--- config.mk ---
export PLATFORM = sky130hd
export DESIGN_NAME = dmem_arbiter
export DESIGN_NICKNAME = d
export VERILOG_FILES = /design/src/rtl/dmem_arbiter.sv
export SDC_FILE = /design/constraint.sdc
export NUM_CORES = 1
export LEC_CHECK = 0
export BUFFER_PORTS_ARGS = -buffer_cell sky130_fd_sc_hd__buf_2
export CELL_PAD_IN_SITES_DETAIL_PLACEMENT = 0
export CELL_PAD_IN_SITES_GLOBAL_PLACEMENT = 1
export CORE_UTILIZATION = 30
export DETAILED_ROUTE_END_ITERATION = 8
export PLACE_DENSITY_LB_ADDON = 0.1
export SETUP_SLACK_MARGIN = 0.15
export SLEW_MARGIN = 25
export SYNTH_ARGS = -nofsm -noshare
export SYNTH_HDL_FRONTEND = slang
export SYNTH_SLANG_ARGS = --single-unit
export TNS_END_PERCENT = 50
--- constraint.sdc ---
create_clock -name clk -period 3.7 [get_ports clk]
set_input_delay 0.74 -clock clk [delete_from_list [all_inputs] [get_ports clk]]
set_output_delay 0.74 -clock clk [all_outputs]
set_load 0.1 [all_outputs]
--- src/rtl/dmem_arbiter.sv ---
// Two-requester round-robin arbiter and access sequencer in front of data_mem.
// Optional WAIT-state timeout (err pulse with done) is enabled by `define DMEM_ARB_TIMEOUT_EN.
module dmem_arbiter #(
  parameter int unsigned STALL_SETTLE   = 1,
  parameter int unsigned TIMEOUT_CYCLES = 32
) (
  input  logic        clk,
  input  logic        rst,
  input  logic        r0_req,
  input  logic [31:0] r0_addr,
  input  logic        r0_write,
  input  logic [31:0] r0_wdata,
  input  logic [3:0]  r0_sign_mask,
  output logic        r0_gnt,
  output logic        r0_done,
  input  logic        r1_req,
  input  logic [31:0] r1_addr,
  input  logic        r1_write,
  input  logic [31:0] r1_wdata,
  input  logic [3:0]  r1_sign_mask,
  output logic        r1_gnt,
  output logic        r1_done,
  output logic [31:0] rdata,
  output logic        err,
  output logic [31:0] mem_addr,
  output logic [31:0] mem_write_data,
  output logic        mem_memwrite,
  output logic        mem_memread,
  output logic [3:0]  mem_sign_mask,
  input  logic [31:0] mem_read_data,
  input  logic        mem_clk_stall
);

  localparam int unsigned CNT_MAX = (TIMEOUT_CYCLES > STALL_SETTLE) ? TIMEOUT_CYCLES : STALL_SETTLE;
  localparam int unsigned CNT_W   = $clog2(CNT_MAX + 1);

  typedef enum logic [1:0] {
    S_IDLE  = 2'd0,
    S_ISSUE = 2'd1,
    S_WAIT  = 2'd2,
    S_DONE  = 2'd3
  } state_t;

  state_t           r_state;
  logic [CNT_W-1:0] r_cnt;
  logic             r_owner;
  logic             r_last_owner;
  logic             r_write;
  logic [31:0]      r_mem_addr;
  logic [31:0]      r_mem_wdata;
  logic [3:0]       r_mem_mask;
  logic             r_memread;
  logic             r_memwrite;
  logic [31:0]      r_rdata;
  logic             r_gnt0;
  logic             r_gnt1;
  logic             r_done0;
  logic             r_done1;

  logic w_any_req;
  logic w_pick1;
  logic w_settled;

  // On a tie the requester that did not own the previous access wins.
  assign w_any_req = r0_req | r1_req;
  assign w_pick1   = r1_req & (~r0_req | ~r_last_owner);
  assign w_settled = (r_cnt >= CNT_W'(STALL_SETTLE)) & ~mem_clk_stall;

`ifdef DMEM_ARB_TIMEOUT_EN
  logic r_err;
  logic w_timeout;
  assign w_timeout = mem_clk_stall & (r_cnt >= CNT_W'(TIMEOUT_CYCLES - 1));
  assign err       = r_err;
`else
  assign err = 1'b0;
`endif

  always_ff @(posedge clk or posedge rst) begin
    if (rst) begin
      r_state      <= S_IDLE;
      r_cnt        <= '0;
      r_owner      <= 1'b0;
      r_last_owner <= 1'b1;
      r_write      <= 1'b0;
      r_mem_addr   <= '0;
      r_mem_wdata  <= '0;
      r_mem_mask   <= '0;
      r_memread    <= 1'b0;
      r_memwrite   <= 1'b0;
      r_rdata      <= '0;
      r_gnt0       <= 1'b0;
      r_gnt1       <= 1'b0;
      r_done0      <= 1'b0;
      r_done1      <= 1'b0;
`ifdef DMEM_ARB_TIMEOUT_EN
      r_err        <= 1'b0;
`endif
    end else begin
      r_gnt0     <= 1'b0;
      r_gnt1     <= 1'b0;
      r_done0    <= 1'b0;
      r_done1    <= 1'b0;
      r_memread  <= 1'b0;
      r_memwrite <= 1'b0;
`ifdef DMEM_ARB_TIMEOUT_EN
      r_err      <= 1'b0;
`endif
      case (r_state)
        S_IDLE: begin
          if (w_any_req) begin
            r_owner     <= w_pick1;
            r_gnt0      <= ~w_pick1;
            r_gnt1      <= w_pick1;
            r_mem_addr  <= w_pick1 ? r1_addr      : r0_addr;
            r_mem_wdata <= w_pick1 ? r1_wdata     : r0_wdata;
            r_mem_mask  <= w_pick1 ? r1_sign_mask : r0_sign_mask;
            r_write     <= w_pick1 ? r1_write     : r0_write;
            r_state     <= S_ISSUE;
          end
        end
        S_ISSUE: begin
          r_memread  <= ~r_write;
          r_memwrite <= r_write;
          r_cnt      <= '0;
          r_state    <= S_WAIT;
        end
        S_WAIT: begin
          if (r_cnt != {CNT_W{1'b1}}) begin
            r_cnt <= r_cnt + CNT_W'(1);
          end
          if (w_settled) begin
            if (!r_write) begin
              r_rdata <= mem_read_data;
            end
            r_done0 <= ~r_owner;
            r_done1 <= r_owner;
            r_state <= S_DONE;
          end
`ifdef DMEM_ARB_TIMEOUT_EN
          else if (w_timeout) begin
            if (!r_write) begin
              r_rdata <= 32'hDEADBEEF;
            end
            r_done0 <= ~r_owner;
            r_done1 <= r_owner;
            r_err   <= 1'b1;
            r_state <= S_DONE;
          end
`endif
        end
        S_DONE: begin
          r_last_owner <= r_owner;
          r_state      <= S_IDLE;
        end
        default: r_state <= S_IDLE;
      endcase
    end
  end

  assign r0_gnt         = r_gnt0;
  assign r1_gnt         = r_gnt1;
  assign r0_done        = r_done0;
  assign r1_done        = r_done1;
  assign rdata          = r_rdata;
  assign mem_addr       = r_mem_addr;
  assign mem_write_data = r_mem_wdata;
  assign mem_memwrite   = r_memwrite;
  assign mem_memread    = r_memread;
  assign mem_sign_mask  = r_mem_mask;

endmodule

==> parameters.txt, run 1 <==
Parameter                              Value

Drt
  Residual antenna-violating net count after detailed routing    0
  Average via count per standard cell    between 4 and 5
  Initial DRC count    183
  Number of DRC violations after detailed routing    0
  Wire per inst    roughly 16 microns
  Total number of vias    4,292
  Detailed-route wire length    14,900 microns
  Pre-antenna DRT Iters    4

Floorplanning
  Count of boundary I/O pins    282
  Area of the placeable core    approximately 17,000 sq um
  Die area    approximately 18,000 sq um
  Std-Cell Rows    47
  Initial Utilization    0.311
  DIE WIDTH    134 microns
  Vertical die dimension    roughly 130 microns

Critical path
  Worst-path fanout max    32
  Worst EP arrival    roughly 2.6 ns
  Critical-path cell with the highest stage delay    buf_4
  Worst setup EP type    flop
  Launching element type of the critical path    flop
  Kind of critical path    reg -> reg
  Stage delay of the slowest cell on the critical path    ~0.51 ns
  Cell breakdown of the critical path    inv_1 > ha_1 > or4_4 > o21ai_4 > buf_4 > mux2_1
  Endpoint required time on the critical path    approximately 4 ns

Cells and area
  Layout Nets    876
  Area taken by flip-flops and latches    approximately 3000 sq um
  Share of layout cells above drive strength 1    0.509
  Most frequent cells in the layout    buf_2, dfrtp_1, nand2_1
  Most common library cell in the layout ignoring fill and taps    buf_2
  Area of the multi-input gates    about 2100 sq um
  Signed area change from the synthesized netlist to the final layout    42.1%
  Final antenna diode count    0
  Number of inserted filler cells in the final layout    between 1,500 and 2,000

Outcome
  Status    finished, final reports clean

STA
  Final Max Slew Viols    0
  Measured slew at the worst slew-check pin    between 0.7 and 0.8 ns
  Final period demand of the worst path    roughly 2.3 ns
  Post-Route Skew    0.0102 ns
  Endpoints failing hold    0
  Post-route setup TNS    0 ns
  Final setup violation count    0
  Max_slew headroom    0.506
  F_max    around 430 MHz
  Share of the clock period used by the worst path    0.628
  Unrepaired setup endpoints after global routing    false

Logic synthesis
  Net count after synthesis    600
  Mapped cell area    approximately 5200 sq um
  Register bit total from synthesis    about 120
  Cell accounting for the most synthesized area    dfrtp_1
  Syn Area/Cell    approximately 12 sq um
  Number of warnings printed during yosys synthesis    0
  Leading post-synthesis cells by cell area    dfrtp_1, mux2_4, mux2i_1
  Area share of the leading cell type in the synthesized netlist    0.556
  Number of distinct standard cells referenced by the synthesized netlist    44
  Portion of the post-synthesis area used by sequential elements    0.561
  Cell count after synthesis    around 420

Clock tree
  Number of hold buffers added after CTS    0
  Clock H-tree levels    4
  Root Buffer Master    clkbuf_16
  Maximum count of clock buffers along a single path    2
  Source-to-sink clock delay at the later pin of the worst-skew pair    roughly 0.4 ns
  # clock sinks    about 120
  Clock input transition at the sequential cells of the worst setup and hold paths    0.06 ns
  Buffers inserted during post-CTS setup optimization    0
  TritonCTS clock tree    yes
  CTS resizes    0
  Clock buffers created by TritonCTS    17

Global routing
  GRT Total Usage    0.170
  Pin count of the biggest net entering global routing    between 70 and 80
  Vias in the first global route    4,279
  Antenna violations before repair    0
  Total global routing overflow    0
  Global-route wire length before repair    between 20,000 and 25,000 microns

Placement
  Dpl hpwl    about 11,000 microns
  Last weighted congestion value of the routability-driven placer    around 0.73
  Port Buf Inserts    280

Run
  Max-cap violations    0

Worst hold path
  Hold crit path type    in -> async
synthesized netlist by cell type, drive strengths merged:
cell type,instances
a211oi,1
a21boi,1
a21o,1
a21oi,2
a221o,32
a31oi,2
a41oi,2
and2,2
and3,33
and4,1
buf,13
clkbuf,19
conb,1
dfrtp,116
dfstp,1
ha,7
inv,8
mux2,34
mux2i,38
nand2,39
nand2b,1
nand3,1
nand3b,1
nand4,2
nor2,6
nor2b,1
nor3,3
nor3b,2
nor4b,1
nor4bb,1
o211a,1
o21a,1
o21ai,40
o22a,1
o22ai,1
or3b,1
or4,1
final timing paths:
kind / end / startpoint / depth (start not counted) / slack (ns)
min in group clk: mem_write_data[1] / mem_write_data[1] / 2 / 0.47
max in group asynchronous: mem_sign_mask[2] / rst / 3 / 2.45
worst max register to register: rdata[31] / r_cnt[1] / 6 / 1.38
worst max-delay path: rdata[31] / r_cnt[1] / 6 / 1.38
worst min-delay path: rdata[14] / rst / 2 / 0.45
worst min register to register: mem_write_data[1] / mem_write_data[1] / 2 / 0.47
cell families after synthesis:
family,after synthesis,share of synthesized area
flip-flops,117,0.561
AND/OR/NAND/NOR,96,0.0964
AO/OA/AOI/OAI,85,0.120
multiplexers,72,0.168
buffers and inverters,40,0.0369
adder cells (fa/ha/maj),7,0.0168
other,1,0.000719
worst max-delay path: cells and delay by family (launching register included):
family | cells | cell delay (ns)
AO/OA/AOI/OAI | 1 | 0.13
buffers and inverters | 2 | 0.61
multiplexers | 1 | 0.38
flip-flops | 1 | 0.42
adder cells (fa/ha/maj) | 1 | 0.18
AND/OR/NAND/NOR | 1 | 0.45
flip-flops by register name, summed over array words and instances (netlist names), 2 cells and up:
register        cells
mem_sign_mask       4
r_cnt               6
rdata              32
mem_write_data     32
mem_addr           32
r_state             2
per-layer routing:
layer | vias to the layer above | share of wire | GRT usage
met5 | - | 0 | 0
met4 | 0 | 0.011 | 0.0625
met3 | 11 | 0.075 | 0.0525
met2 | 172 | 0.50 | 0.287
met1 | 2034 | 0.41 | 0.202
li1 | 2075 | - | -
metrics by stage:
step                area [sq um]  utilization  cells  hold slack, ns  worst slack, ns
floorplan                   5220            -    418           0.431             1.53
global placement            6840        0.408    895           0.461             1.34
detailed placement          6840        0.408    895           0.466             1.27
CTS                         7420        0.443    927           0.457             1.40
global route                7420        0.443    927           0.487             1.24
finish                      7420        0.443    927           0.450             1.38
layout make-up:
class                           count  area share
Inverter                            8     0.00455
Clock buffer                       18      0.0592
Sequential cell                   117       0.395
Timing Repair Buffer              289       0.200
Multi-Input combinational cell    261       0.286
Clock inverter                     14      0.0184
Tap cell                          220      0.0371
Power of run 1 is not shown: default switching activity piles up to over one toggle a cycle in this logic, so the estimate is an artifact.
==> run 2: changes to the inputs <==
--- a/config.mk
+++ b/config.mk
@@ -8,7 +8,7 @@
 export BUFFER_PORTS_ARGS = -buffer_cell sky130_fd_sc_hd__buf_2
 export CELL_PAD_IN_SITES_DETAIL_PLACEMENT = 0
 export CELL_PAD_IN_SITES_GLOBAL_PLACEMENT = 1
-export CORE_UTILIZATION = 30
+export CORE_UTILIZATION = 34
 export DETAILED_ROUTE_END_ITERATION = 8
 export PLACE_DENSITY_LB_ADDON = 0.1
 export SETUP_SLACK_MARGIN = 0.15
==> constraint.sdc (replaced) <==
create_clock -name clk -period 2.4 [get_ports clk]
set_input_delay 0.48 -clock clk [delete_from_list [all_inputs] [get_ports clk]]
set_output_delay 0.48 -clock clk [all_outputs]
set_load 0.1 [all_outputs]
==> parameters.txt, run 2 (synthesized netlist as in run 1, its figures left out) <==
Parameter                              Value

Critical path
  Endpoint of the worst-slack reg-to-reg timing path    rdata[31]
  Worst-path fanout max    32 (unchanged)
  Endpoint required time on the critical path    2.70 ns (-1.29 ns)
  Cell depth of the worst setup path    6 (unchanged)
  Worst setup EP type    flop
  Worst EP arrival    2.36 ns (-0.26 ns)
  Critical-path cell with the highest stage delay    or4_4
  Launching element type of the critical path    flop
  Critical R2R Launch    r_cnt[1]
  Critical path destination    rdata[31]
  Cell breakdown of the critical path    inv_1 > ha_1 > or4_4 > o21ai_4 > buf_12 > mux2_1
  Kind of critical path    reg -> reg
  Number of cells on the worst reg-to-reg path    6 (unchanged)
  Slack of the worst reg-to-reg path    0.33 ns (-1.04 ns)
  Source of the critical timing path    r_cnt[1]
  Critical path's top delay family    simple AND/OR/NAND/NOR gates
  CP bufs+invs    2 (unchanged)
  Stage delay of the slowest cell on the critical path    0.45 ns (-0.06 ns)

Cells and area
  Layout Nets    876 (unchanged)
  Signed area change from the synthesized netlist to the final layout    42.5%
  Share of layout cells above drive strength 1    0.509 (unchanged)
  Most common library cell in the layout ignoring fill and taps    buf_2
  Most frequent cells in the layout    buf_2, dfrtp_1, nand2_1
  Final Util    0.504 (+0.0616)
  Final design instance area without fill    7440 sq um (+0.29%)

STA
  F_max    484 MHz (+12%)
  Max_slew headroom    0.594 (+0.0875)
  Share of the clock period used by the worst path    0.862 (+0.233)
  Post-Route Skew    0.00572 ns (-0.00444 ns)
  Post-route setup TNS    0 ns (unchanged)
  Final setup violation count    0 (unchanged)
  Post-route worst setup slack    0.332 ns (-1.04 ns)
  Unrepaired setup endpoints after global routing    false
  Measured slew at the worst slew-check pin    0.609 ns (-0.130 ns)
  Endpoints failing hold    0 (unchanged)
  Final Max Slew Viols    0 (unchanged)
  Final period demand of the worst path    2.07 ns (-0.257 ns)

Drt
  Residual antenna-violating net count after detailed routing    0 (unchanged)
  Average via count per standard cell    4.80 (+3.7%)
  Detailed-route wire length    14,600 microns (-2.5%)
  Metal2 WL    7230 microns (-3.5%)
  Top routing layer in use    met5
  Total number of vias    4,287 (-0.12%)
  Wire per inst    16.3 microns (+1.2%)
  Pre-antenna DRT Iters    4 (unchanged)
  Post-route met1 wirelength    5900 microns (-4.1%)
  Routed met3 length    1090 microns (-3.6%)
  Initial DRC count    173 (-5.5%)
  Number of DRC violations after detailed routing    0 (unchanged)

Placement
  Post-Place Cell Area    6830 sq um (-0.11%)
  Pre-CTS worst setup slack    0.320 ns (-0.951 ns)
  Dpl hpwl    10,500 microns (-5.6%)
  Last weighted congestion value of the routability-driven placer    0.824 (+12%)
  Port Buf Inserts    280 (unchanged)

Floorplanning
  DIE WIDTH    126 microns (-6.0%)
  Area of the placeable core    14,800 sq um (-12%)
  Std-Cell Rows    44 (-6.4%)
  Die area    15,800 sq um (-12%)
  Initial Utilization    0.354 (+0.0423)
  Vertical die dimension    126 microns (-6.0%)
  Count of boundary I/O pins    282 (unchanged)

Clock tree
  Buffers inserted during post-CTS setup optimization    0 (unchanged)
  Clock buffers created by TritonCTS    17 (unchanged)
  Source-to-sink clock delay at the later pin of the worst-skew pair    0.41 ns (about the same)
  Maximum count of clock buffers along a single path    2 (unchanged)
  # clock sinks    117 (unchanged)
  Clock H-tree levels    4 (unchanged)
  Clock input transition at the sequential cells of the worst setup and hold paths    0.06 ns (about the same)
  CTS resizes    0 (unchanged)
  TritonCTS clock tree    yes
  Root Buffer Master    clkbuf_16
  Number of hold buffers added after CTS    0 (unchanged)

Global routing
  Total global routing overflow    0 (unchanged)
  Vias in the first global route    4,272 (-0.16%)
  Global-route wire length before repair    22,900 microns (-1.4%)
  Pin count of the biggest net entering global routing    118 (+64%)
  GRT Total Usage    0.189 (+0.0195)
  Antenna violations before repair    2 (+2)

Outcome
  Status    finished, final reports clean

Worst hold path
  Hold crit path type    in -> async

Run
  Max-cap violations    0 (unchanged)
## run 2: cell types whose count changed in the layout (fill, tap and decap cells not counted), sizes merged
cell	change
clkinv	-2
diode	+2
clkinvlp	+1
bufinv	+1
## run 2: final cells by class
| type | instances | area (sq um) |
|---|---|---|
| fill | 1405 | 7320 |
| sequential | 117 | 2930 |
| multi-input combinational | 261 | 2120 |
| timing repair buffer | 289 | 1520 |
| clock buffer | 18 | 439 |
| tap | 184 | 230 |
| clock inverter | 14 | 160 |
| inverter | 8 | 33.8 |
| antenna | 2 | 5.00 |
## run 2: per-layer routing
| layer | global-route usage | vias up |
|---|---|---|
| met5 | 0 | - |
| met4 | 0.0815 | 2 |
| met3 | 0.0684 | 26 |
| met2 | 0.314 | 186 |
| met1 | 0.221 | 1996 |
| li1 | - | 2077 |
## run 2: metrics by stage
stage | hold slack (ns) | cells
finish | 0.255 | 893
global placement | 0.459 | 859
floorplan | 0.431 | 418
global route | 0.265 | 892
detailed placement | 0.466 | 859
CTS | 0.258 | 891
## run 2: worst register-to-register path: cells and delay by family, from the launching register on
family | cells | cell delay (ns)
buffers and inverters | 2 | 0.36
AOI/OAI and AO/OA | 1 | 0.16
DFF | 1 | 0.43
adders and majority gates | 1 | 0.19
muxes | 1 | 0.37
and+or+nand+nor | 1 | 0.45
## run 2: worst min-delay path by stage
stage | slack (ns) | from | endpoint | cells after the start
2_1_floorplan | 0.43 | r_write | mem_memread | 1
6_report | 0.26 | rst | r_cnt[2] | 3
4_1_cts | 0.26 | mem_clk_stall | r1_done | 2
3_5_place_dp | 0.47 | mem_addr[4] | mem_addr[4] | 2
3_3_place_gp | 0.46 | mem_addr[23] | mem_addr[23] | 2
5_1_grt | 0.26 | mem_read_data[30] | rdata[30] | 2
Power of run 2 is left out for the same reason.
